$ cat src/rtl/branch_control_unit_pkg.sv
// Shared branch-type codes and FSM state encoding for the branch control unit.
package branch_control_unit_pkg;

    // Branch type codes as decoded in ID and consumed by the branch calculator.
    localparam logic [3:0] BR_NONE = 4'd0;
    localparam logic [3:0] BR_BRN  = 4'd1;
    localparam logic [3:0] BR_BREQ = 4'd2;
    localparam logic [3:0] BR_BRNE = 4'd3;
    localparam logic [3:0] BR_BRCS = 4'd4;
    localparam logic [3:0] BR_BRCC = 4'd5;

    typedef enum logic [1:0] {
        ST_IDLE     = 2'd0,
        ST_WAIT     = 2'd1,
        ST_RESOLVE  = 2'd2,
        ST_REDIRECT = 2'd3
    } bcu_state_t;

    // Any code other than BR_NONE is a branch; reserved codes are passed through.
    function automatic logic is_branch(input logic [3:0] br_type);
        return br_type != BR_NONE;
    endfunction

endpackage

$ cat src/rtl/branch_control_unit_stat_counter.sv
// Saturating event counter used for branch statistics.
module branch_stat_counter #(
    parameter int CNT_W = 16
) (
    input  logic             clk,
    input  logic             rst,
    input  logic             inc,
    output logic [CNT_W-1:0] count
);

    // Count up on inc, holding at all-ones instead of wrapping.
    always_ff @(posedge clk) begin
        if (rst) begin
            count <= '0;
        end else if (inc && (count != '1)) begin
            count <= count + CNT_W'(1);
        end
    end

endmodule

$ cat src/rtl/branch_control_unit.sv
// Branch control unit: detects a branch in ID, stalls the front end until the
// flags are valid, drives the branch calculator for one cycle and, on a taken
// branch, loads the PC and squashes the fetched instruction.
//
// Pipeline control semantics: STALL holds PC and IF/ID for every cycle it is
// high (including combinationally in the detect cycle); FLUSH_ID is a one-cycle
// bubble request into ID/EX in RESOLVE; PC_LD and FLUSH_IF are a one-cycle
// pulse pair in REDIRECT. No other handshaking exists: the pipeline must obey
// these levels in the cycle they are presented.
module branch_control_unit
    import branch_control_unit_pkg::*;
#(
    parameter int ADDR_W   = 10,
    parameter int FLAG_LAT = 2,
    parameter int CNT_W    = 16
) (
    input  logic              CLK,
    input  logic              RST,
    input  logic              ID_VALID,
    input  logic [3:0]        ID_BRANCH_TYPE,
    input  logic [ADDR_W-1:0] ID_BR_ADDR,
    input  logic              EX_FLAG_WR,
    input  logic              INT_FLUSH,
    input  logic              C_FLAG,
    input  logic              Z_FLAG,
    input  logic              BRANCH_TAKEN,
    output logic [3:0]        CALC_TYPE,
    output logic              CALC_C,
    output logic              CALC_Z,
    output logic              STALL,
    output logic              FLUSH_ID,
    output logic              FLUSH_IF,
    output logic              PC_LD,
    output logic [ADDR_W-1:0] PC_ADDR,
    output logic [CNT_W-1:0]  BR_COUNT,
    output logic [CNT_W-1:0]  TAKEN_COUNT,
    output logic [1:0]        dbg_state
);

    // The wait counter holds FLAG_LAT-1 down to 0.
    localparam int WCNT_W = (FLAG_LAT > 1) ? $clog2(FLAG_LAT) : 1;

    bcu_state_t          state;
    bcu_state_t          next_state;
    logic [3:0]          lat_type;
    logic [ADDR_W-1:0]   lat_addr;
    logic [WCNT_W-1:0]   wait_cnt;

    logic                detect;
    logic                latch_en;
    logic                wait_load;
    logic                br_inc;
    logic                taken_inc;

    assign dbg_state = state;

    // Interrupt redirect and reset both pre-empt a new branch in ID.
    assign detect = ID_VALID && is_branch(ID_BRANCH_TYPE) && !INT_FLUSH && !RST;

    // Next-state and pipeline-control decode.
    always_comb begin
        next_state = state;
        latch_en   = 1'b0;
        wait_load  = 1'b0;
        br_inc     = 1'b0;
        taken_inc  = 1'b0;
        CALC_TYPE  = BR_NONE;
        CALC_C     = 1'b0;
        CALC_Z     = 1'b0;
        STALL      = 1'b0;
        FLUSH_ID   = 1'b0;
        FLUSH_IF   = 1'b0;
        PC_LD      = 1'b0;
        PC_ADDR    = '0;

        case (state)
            ST_IDLE: begin
                if (detect) begin
                    STALL    = 1'b1;
                    latch_en = 1'b1;
                    if (EX_FLAG_WR) begin
                        next_state = ST_WAIT;
                        wait_load  = 1'b1;
                    end else begin
                        next_state = ST_RESOLVE;
                    end
                end
            end
            ST_WAIT: begin
                // EX carries a bubble while we stall, so further flag writes are ignored.
                STALL = 1'b1;
                if (wait_cnt == '0) begin
                    next_state = ST_RESOLVE;
                end
            end
            ST_RESOLVE: begin
                STALL     = 1'b1;
                FLUSH_ID  = 1'b1;
                CALC_TYPE = lat_type;
                CALC_C    = C_FLAG;
                CALC_Z    = Z_FLAG;
                br_inc    = !INT_FLUSH;
                taken_inc = !INT_FLUSH && BRANCH_TAKEN;
                next_state = BRANCH_TAKEN ? ST_REDIRECT : ST_IDLE;
            end
            ST_REDIRECT: begin
                PC_LD      = 1'b1;
                PC_ADDR    = lat_addr;
                FLUSH_IF   = 1'b1;
                next_state = ST_IDLE;
            end
            default: begin
                next_state = ST_IDLE;
            end
        endcase

        if (INT_FLUSH) begin
            next_state = ST_IDLE;
        end
    end

    // State register, branch latches and flag-latency wait counter.
    always_ff @(posedge CLK) begin
        if (RST) begin
            state    <= ST_IDLE;
            lat_type <= BR_NONE;
            lat_addr <= '0;
            wait_cnt <= '0;
        end else begin
            state <= next_state;
            if (INT_FLUSH) begin
                lat_type <= BR_NONE;
                lat_addr <= '0;
                wait_cnt <= '0;
            end else begin
                if (latch_en) begin
                    lat_type <= ID_BRANCH_TYPE;
                    lat_addr <= ID_BR_ADDR;
                end
                if (wait_load) begin
                    wait_cnt <= WCNT_W'(FLAG_LAT - 1);
                end else if ((state == ST_WAIT) && (wait_cnt != '0)) begin
                    wait_cnt <= wait_cnt - WCNT_W'(1);
                end
            end
        end
    end

    branch_stat_counter #(.CNT_W(CNT_W)) u_br_cnt (
        .clk   (CLK),
        .rst   (RST),
        .inc   (br_inc),
        .count (BR_COUNT)
    );

    branch_stat_counter #(.CNT_W(CNT_W)) u_taken_cnt (
        .clk   (CLK),
        .rst   (RST),
        .inc   (taken_inc),
        .count (TAKEN_COUNT)
    );

endmodule

$ cat config.mk
export PLATFORM = sky130hd
export DESIGN_NAME = branch_control_unit
export DESIGN_NICKNAME = d
export VERILOG_FILES = /design/src/rtl/branch_control_unit_pkg.sv /design/src/rtl/branch_control_unit_stat_counter.sv /design/src/rtl/branch_control_unit.sv
export SDC_FILE = /design/constraint.sdc
export NUM_CORES = 1
export LEC_CHECK = 0
export CAP_MARGIN = 20
export CORE_ASPECT_RATIO = 0.5
export CORE_MARGIN = 2
export CORE_UTILIZATION = 45
export CTS_BUF_LIST = sky130_fd_sc_hd__clkbuf_16
export CTS_CLUSTER_DIAMETER = 40
export DETAILED_ROUTE_END_ITERATION = 10
export MAX_ROUTING_LAYER = met4
export PLACE_DENSITY = 0.87
export RECOVER_POWER = 100
export SLEW_MARGIN = 20
export SYNTH_ARGS = -nofsm -noshare
export SYNTH_HDL_FRONTEND = slang
export SYNTH_SLANG_ARGS = --single-unit
$ cat constraint.sdc
create_clock -name CLK -period 2.3 [get_ports CLK]
set_input_delay 0.46 -clock CLK [delete_from_list [all_inputs] [get_ports CLK]]
set_output_delay 0.46 -clock CLK [all_outputs]
set_load 0.03 [all_outputs]
Yosys cells after proc, flatten, opt, wreduce, memory -nomap -nowiden
Cells that the tools add are included.
{"block": "op_classes", "n_mux": 21, "add_sub_neg": 3, "eq_ne": 7, "reduce_logical": 15}
{"operator": "$add A16 B1 Y16 const B", "n": 2}
{"operator": "$ne A16 B16 Y1 const B", "n": 2}
{"operator": "$mux W1", "n": 13}
{"operator": "$mux W10", "n": 1}
{"operator": "$mux W2", "n": 4}
{"operator": "$pmux W2 S4", "n": 1}
{"operator": "$logic_and A1 B1 Y1", "n": 7}
{"operator": "$eq A2 B2 Y1 const B", "n": 2}
{"operator": "$mux W4", "n": 1}
{"operator": "$ne A2 B2 Y1 const B", "n": 2}
{"operator": "$reduce_bool A4 Y1", "n": 1}
{"operator": "$reduce_or A2 Y1", "n": 2}
{"operator": "$eq A2 B1 Y1 const B", "n": 1}
{"operator": "$logic_not A1 Y1", "n": 2}
{"operator": "$logic_not A2 Y1", "n": 1}
{"operator": "$pmux W1 S2", "n": 1}
{"operator": "$reduce_and A2 Y1", "n": 1}
{"operator": "$reduce_bool A2 Y1", "n": 1}
{"operator": "$sub A1 B1 Y1 const B", "n": 1}
{"block": "word_totals", "out_inout_bits": 54, "input_bits": 22, "elab_cells": 52, "register_bits": 49}

Depth between registers and ports, before layout
Gate-level depths: netlist of run 1.
{"block": "depth", "word_depth": 7, "mapped_depth": 7}

Hierarchy
Synthesis of run 1 repeated with hierarchy kept, for this count alone.
{"block": "hier_totals", "cells_unflattened": 315, "hier_area_um2": 2767.7}
{"mod": "branch_stat_counter", "area_per_inst_um2": 848.3, "cells_per_inst": 99, "n_inst": 2}
{"mod": "branch_control_unit", "area_per_inst_um2": 1071.0, "cells_per_inst": 117, "n_inst": 1}

Least setup slack after synthesis of run 1
OpenSTA, ideal clock, no wires.
{"block": "synth_path", "kind": "reg-to-reg", "startpoint": "reg state[1] (netlist: dbg_state[1])", "endpoint": "reg u_taken_cnt.count[13]", "setup_slack_ns": -0.107, "path_stages_with_launch": 6, "required_ns": 2.177, "setup_time_ns": 0.123, "arrival_ns": 2.284, "path_cell_list": "dfxtp_1 -> ha_1 -> nand3b_2 -> or4b_4 -> a211oi_2 -> mux2_1"}
{"block": "synth_via", "elab_chain_len": 3}
{"element": "start, declared", "line": "branch_control_unit.sv:43", "rtl": "bcu_state_t state;"}
{"element": "start signal, assigned", "line": "branch_control_unit.sv:130", "rtl": "state <= next_state;"}
{"element": "$eq A2 B2 Y1", "line": "branch_control_unit.sv:76", "rtl": "case (state)"}
{"element": "$mux W1", "line": "branch_control_unit.sv:76"}
{"element": "$logic_and A1 B1 Y1", "line": "branch_control_unit_stat_counter.sv:15", "rtl": "end else if (inc && (count != '1)) begin"}
{"element": "end signal, assigned", "line": "branch_control_unit_stat_counter.sv:16", "rtl": "count <= count + CNT_W'(1);"}
{"element": "end, declared", "line": "branch_control_unit_stat_counter.sv:8", "rtl": "output logic [CNT_W-1:0] count"}
Every way passes these cells.
A chain may end at the register's enable or synchronous reset.

Worst setup path in the final report of run 1
{"block": "layout_path", "startpoint": "in ID_BRANCH_TYPE[2]", "endpoint": "out STALL"}
{"block": "layout_via", "elab_chain_len": 6}
{"element": "start, declared", "line": "branch_control_unit.sv:20", "rtl": "input logic [3:0] ID_BRANCH_TYPE,"}
{"element": "$reduce_bool A4 Y1", "line": "branch_control_unit_pkg.sv:21", "rtl": "return br_type != BR_NONE;"}
{"element": "$logic_and A1 B1 Y1 (3 in series)", "line": "branch_control_unit.sv:58", "rtl": "assign detect = ID_VALID && is_branch(ID_BRANCH_TYPE) && !INT_FLUSH && !RST;"}
{"element": "$mux W1", "line": "branch_control_unit.sv:78", "rtl": "if (detect) begin"}
{"element": "$pmux W1 S2", "line": "branch_control_unit.sv:76"}
{"element": "end, declared", "line": "branch_control_unit.sv:30", "rtl": "output logic STALL,"}
Every way passes these cells.

==> results of run 1 <==
-- timing repair --
| item | CTS | global route |
|---|---|---|
| setup endpoints to repair | 19 | 11 |
| buffers inserted | 1 | 1 |
| resized for setup | 14 | 10 |
| pin swaps | 3 | 1 |
-- registers in the layout, summed over array words and instances, names as in the netlist --
name / cells
wait_cnt: 1
lat_addr: 10
dbg_state: 2
u_br_cnt.count: 16
lat_type: 4
u_taken_cnt.count: 16
-- power groups by stage --
stage | logic (mW) | clock network, mW | registers [mW]
final | 0.130 | 0.821 | 0.866
after global routing | 0.143 | 0.871 | 0.867
after CTS | 0.132 | 0.832 | 0.866
after detailed placement | 0.132 | 0 | 0.884
after global placement | 0.128 | 0 | 0.884
after floorplan | 0.0627 | 0 | 0.886
-- metrics by stage --
| step | hold slack (ns) | power (mW) | setup WS [ns] | instance area [um2] |
|---|---|---|---|---|
| final | 0.428 | 1.82 | 0.0972 | 3560 |
| after global routing | 0.443 | 1.88 | 0.00101 | 3560 |
| after CTS | 0.454 | 1.83 | -0.00289 | 3640 |
| after detailed placement | 0.445 | 1.02 | -0.158 | 3470 |
| after global placement | 0.438 | 1.01 | -0.126 | 3470 |
| after floorplan | 0.429 | 0.949 | 0.0379 | 2630 |
-- worst min-delay path by stage --
stage	start	endpoint	slack (ns)	cells after the start
global placement	lat_addr[7]$_SDFFE_PP0P_	lat_addr[7]$_SDFFE_PP0P_	0.44	2
detailed placement	lat_type[2]$_SDFFE_PP0P_	lat_type[2]$_SDFFE_PP0P_	0.44	2
floorplan	lat_addr[1]$_SDFFE_PP0P_	lat_addr[1]$_SDFFE_PP0P_	0.43	2
global route	ID_BRANCH_TYPE[3]	lat_type[3]$_SDFFE_PP0P_	0.44	3
finish	ID_BRANCH_TYPE[3]	lat_type[3]$_SDFFE_PP0P_	0.43	3
CTS	lat_type[2]$_SDFFE_PP0P_	lat_type[2]$_SDFFE_PP0P_	0.45	2
-- worst max-delay path, stage by stage --
cell	delay [ns]
dlygate4sd2_1	0.24
or4_1	0.55
and4_1	0.19
nor2_1	0.08
nor2_1	0.05
buf_4	0.17
-- cell usage after synthesis (all sizes together) --
| cell | instances |
|---|---|
| nand3 | 21 |
| nand3b | 1 |
| nand4 | 14 |
| or4 | 6 |
| or4b | 2 |
| dfxtp | 49 |
| a21boi | 1 |
| mux2 | 14 |
| nand2b | 2 |
| o31ai | 7 |
| mux2i | 3 |
| buf | 8 |
| nor4 | 3 |
| a2111oi | 1 |
| o311a | 1 |
| nor4b | 2 |
| and2 | 18 |
| and3b | 1 |
| inv | 9 |
| and4 | 5 |
| a21oi | 27 |
| a211oi | 2 |
| clkbuf | 8 |
| o21ai | 10 |
| nor3b | 2 |
| nor2 | 27 |
| nor3 | 2 |
| and3 | 2 |
| a31oi | 1 |
| ha | 7 |
| o41ai | 2 |
| or3 | 4 |
| or2 | 2 |
| nor2b | 16 |
| nand4b | 1 |
| nand2 | 39 |
-- metal layers --
layer	part of all wire, %	up-vias	GRT usage (%)
li1	-	1291	-
met1	43	1230	26.3
met2	51	96	40.0
met3	6.2	4	5.13
met4	0.50	0	4.53
met5	0	-	-
-- cell type report --
| class | instances | share of cell area (%) |
|---|---|---|
| multi-input combinational | 246 | 43.0 |
| sequential | 49 | 27.5 |
| timing repair buffer | 87 | 21.3 |
| clock buffer | 5 | 3.51 |
| tap | 73 | 2.56 |
| clock inverter | 3 | 1.16 |
| inverter | 9 | 0.948 |
-- cell families after synthesis --
group / after synthesis / share of synthesized area (%)
simple gates: 170 / 36.0
fa+ha+maj: 7 / 3.33
compound gates: 52 / 12.0
buf+inv: 25 / 4.24
flops: 49 / 37.3
mux: 17 / 7.14
==> results.yml, run 1 <==
placed_design:
  io_buffer_count: 75
  hpwl_mm: 4.95
  routabilityCongestion: 0.892
  dp_cells: 462
floorplanning:
  core_um2: 5560
  ios: 76
  die_w_um: 112
  dieArea_um2: 6500
  rows: 19
  start_util_pct: 47.2
  die_h_um: 58.0
layout:
  nets: 427
  regArea_um2: 981
  num_antenna_cells: 0
  mostFrequentLayoutCells: "dfxtp_1 (49), nand2_1 (39), dlygate4sd3_1 (34), nor2_1 (27), a21oi_1 (27)"
  multi_input_area_um2: 1530
  fill_cells: 490
  area_delta_synth_final_pct: 35.7
  mostFrequentLayoutCell: "dfxtp_1"
  drive_gt1_share_pct: 10.0
  final_cells: 472
  final_util_pct: 64.1
sta:
  setup_tns_ns: 0
  setup_viol: 0
  finClkSkew_ns: 0.00732
  period_needed_ns: 2.20
  period_share_pct: 95.8
  hold_violations: 0
  fmax_mhz: 454
  slew_headroom_pct: 57.1
  rsz0062_at_grt: "no"
  worst_pin_slew_ns: 0.644
  drv_slew: 0
global_route:
  grt_max_degree: 50
  grt_use_total_pct: 22.3
  antenna_found_initial: 0
  grt_pass1_vias: 2575
  grt_pass1_wl_mm: 11.6
  grt.overflow.total: 0
logic_synthesis:
  syn-num-nets: 349
  synth_seq_cells: 49
  synth_area_leaders: "dfxtp_1 (37%), mux2_2 (5.6%), nand2_1 (5.6%)"
  avgSynthCellArea_um2: 8.21
  synth_area_um2: 2630
  seq_area_frac_synth_pct: 37.3
  synth_cells: 320
  yosys_warnings: 0
  ys_types: 42
  synth_top_area_share_pct: 37.3
  synth_top_area_cell: "dfxtp_1"
cts:
  clk_pin_slew_ns: 0.06
  hold_buffers: 0
  clk_path_buf_depth: 2
  cts_buffers: 5
  h-tree-depth: 2
  cts_root_buf: "clkbuf_16"
  cts_tree: "yes"
  clock_sinks: 49
  clk-insertion-delay-late_ns: 0.29
critical_path:
  arrival_ns: 1.74
  end_kind: "output port"
  crit_start: "ID_BRANCH_TYPE[2]"
  start_kind: "input port"
  rr_worst_depth: 6
  rrSetupSlack_ns: 0.1
  reg2reg_to: "u_taken_cnt.count[13]$_SDFFE_PP0P_"
  worstReg2RegStart: "dbg_state[0]$_SDFFE_PP0P_"
  critPathKind: "in -> out"
  crit_path_end: "STALL"
  cp.required_ns: 1.84
  critPathMaxFanout: 2
drt:
  drtIter0Drc: 145
  via_per_inst: 5.55
  drc: 0
  final_antenna_net_count: 0
  wirelength_mm: 7.05
  dr.pass1.iters: 4
  post_drt_wl_per_cell_um: 14.9
  via_count: 2621
power_and_ir_drop:
  power_frac_clock_pct: 45.2
  p_sw_mw: 0.388
  cellLeakagePower_nw: 1.49
  seqPwrFrac_pct: 47.7
  powerDensity_nw_per_um2: 510
  p_comb_share_pct: 7.1
  vdd.ir_drop.worst_uv: 344
  p_sw_share_pct: 21.4
  power.internal_mw: 1.43
worst_hold_path:
  hp-class: "in -> reg"
status:
  status: "finished clean"
job:
  max_cap_viol_count: 0
Power figures use the tool's default switching activity.
==> run 2: changes to the inputs <==
--- a/config.mk
+++ b/config.mk
@@ -15,6 +15,7 @@
 export MAX_ROUTING_LAYER = met4
 export PLACE_DENSITY = 0.87
 export RECOVER_POWER = 100
+export REMOVE_ABC_BUFFERS = 1
 export SLEW_MARGIN = 20
 export SYNTH_ARGS = -nofsm -noshare
 export SYNTH_HDL_FRONTEND = slang
==> results.yml, run 2 (same netlist as run 1, synthesis figures left out) <==
placed_design:
  routabilityCongestion: 0.897
  place_area_um2: 3490
  dp_cells: 464
  io_buffer_count: 75
  hpwl_mm: 4.85
layout:
  top_regs: "u_br_cnt.count: 16 flops, u_taken_cnt.count: 16 flops, lat_addr: 10 flops"
  mostFrequentLayoutCells: "dfxtp_1 (49), nand2_1 (39), dlygate4sd3_1 (34), a21oi_1 (27), nor2_1 (26)"
  fill_cells: 498
  drive_gt1_share_pct: 9.77
  mostFrequentLayoutCell: "dfxtp_1"
  regArea_um2: 981
  area_delta_synth_final_pct: 36.3
  postLayoutCellArea_um2: 3580
  nets: 427
  multi_input_area_um2: 1530
  num_antenna_cells: 0
  final_cells: 472
critical_path:
  crit_chain: "clkdlybuf4s50_1, or4_4, and4_4, nor2_2, nor2_1, buf_4"
  rr_worst_depth: 7
  arrival_ns: 1.79
  critPathMaxFanout: 2
  max_stage_delay_ns: 0.44
  critPathKind: "in -> out"
  start_kind: "input port"
  critPathSlowestCell: "clkdlybuf4s50_1"
  cp.required_ns: 1.84
  end_kind: "output port"
drt:
  drc: 0
  post_drt_wl_per_cell_um: 14.2
  drtIter0Drc: 125
  via_count: 2642
  final_antenna_net_count: 0
  wirelength_mm: 6.70
  dr.pass1.iters: 6
  via_per_inst: 5.60
sta:
  finClkSkew_ns: 0.00347
  slew_headroom_pct: 59.0
  worst_pin_slew_ns: 0.615
  period_needed_ns: 2.25
  drv_slew: 0
  setup_viol: 0
  rsz0062_at_grt: "no"
  hold_violations: 0
  period_share_pct: 97.7
  fmax_mhz: 445
global_route:
  grt_pass1_wl_mm: 11.0
  grt_pass1_vias: 2425
  grt_max_degree: 50
  grt_use_total_pct: 21.4
  antenna_found_initial: 0
  grt.overflow.total: 0
floorplanning:
  start_util_pct: 47.2
  rows: 19
  ios: 76
  die_w_um: 112
  die_h_um: 58.0
  core_um2: 5560
  dieArea_um2: 6500
cts:
  cts_root_buf: "clkbuf_16"
  cts_buffers: 5
  clk_path_buf_depth: 2
  clock_sinks: 49
  clk-insertion-delay-late_ns: 0.28
  hold_buffers: 0
  clk_pin_slew_ns: 0.06
  h-tree-depth: 2
  cts_tree: "yes"
  post_cts_buffers: 0
power_and_ir_drop:
  power.internal_mw: 1.32
  powerDensity_nw_per_um2: 475
  p_sw_share_pct: 22.5
  cellLeakagePower_nw: 1.54
  seqPwrFrac_pct: 50.9
  vdd.ir_drop.worst_uv: 287
  p_sw_mw: 0.383
  power_frac_clock_pct: 41.3
  p_comb_share_pct: 7.8
worst_hold_path:
  hold_depth: 2
  hp-class: "reg -> reg"
job:
  max_cap_viol_count: 0
status:
  status: "finished clean"
==> run 2: cell count changes in the layout (fill, tap and decap cells not counted), moves of 3 or more <==
| cell | delta |
|---|---|
| and2_1 | -3 |
| clkbuf_1 | -6 |
| and2_0 | +3 |
| dlygate4sd2_1 | +8 |
==> run 2: path summary, 6_finish.rpt <==
| kind | start | end | slack (ns) |
|---|---|---|---|
| setup reg to reg | dbg_state[0]$_SDFFE_PP0P_ | u_br_cnt.count[15]$_SDFFE_PP0P_ | 0.15 |
| hold / removal | lat_type[1]$_SDFFE_PP0P_ | lat_type[1]$_SDFFE_PP0P_ | 0.45 |
| hold reg to reg | lat_type[1]$_SDFFE_PP0P_ | lat_type[1]$_SDFFE_PP0P_ | 0.45 |
| setup / recovery | ID_BRANCH_TYPE[2] | STALL | 0.05 |
==> run 2: metal layers <==
| metal | vias to the layer above | wire (um) | track usage [%] |
|---|---|---|---|
| met5 | - | 0 | - |
| met4 | 0 | 70 | 5.57 |
| met3 | 9 | 451 | 5.13 |
| met2 | 92 | 3210 | 36.5 |
| met1 | 1243 | 2970 | 26.0 |
| li1 | 1298 | - | - |
==> run 2: metrics by stage <==
step           setup TNS, ns  utilization (%)  hold WS, ns  setup slack [ns]  power [mW]
3_5_place_dp          -0.193             62.8        0.443            -0.129        1.02
6_report                   0             64.4        0.454            0.0520        1.70
3_3_place_gp          -0.116             62.8        0.438            -0.116        1.01
4_1_cts                    0             65.0        0.455            0.0197        1.71
5_1_grt                    0             64.4        0.463           0.00198        1.76
2_1_floorplan         -0.989                -        0.429            -0.257       0.936
==> run 2: layout make-up <==
type,instances,area share [%]
multi-input cells,246,42.8
flip-flops and latches,49,27.4
repair buffers,87,22.5
clock buffers,5,3.49
well taps,73,2.55
inverters,9,0.943
clock inverters,3,0.384
==> run 2: timing repair <==
action / CTS / global route
pin swaps: 3 / 1
setup endpoints to repair: 20 / 2
resized for setup: 22 / 3
==> run 2: power by group through the flow <==
stage | Combinational (mW) | Sequential (mW) | Clock [mW]
global placement | 0.129 | 0.884 | 0
global route | 0.146 | 0.867 | 0.747
CTS | 0.133 | 0.866 | 0.713
floorplan | 0.0499 | 0.886 | 0
finish | 0.133 | 0.866 | 0.702
detailed placement | 0.134 | 0.885 | 0
==> run 2: worst max-delay path, delay by kind of cell <==
| family | cells | cell delay, ns |
|---|---|---|
| and+or+nand+nor | 4 | 0.72 |
| buffers and inverters | 2 | 0.61 |
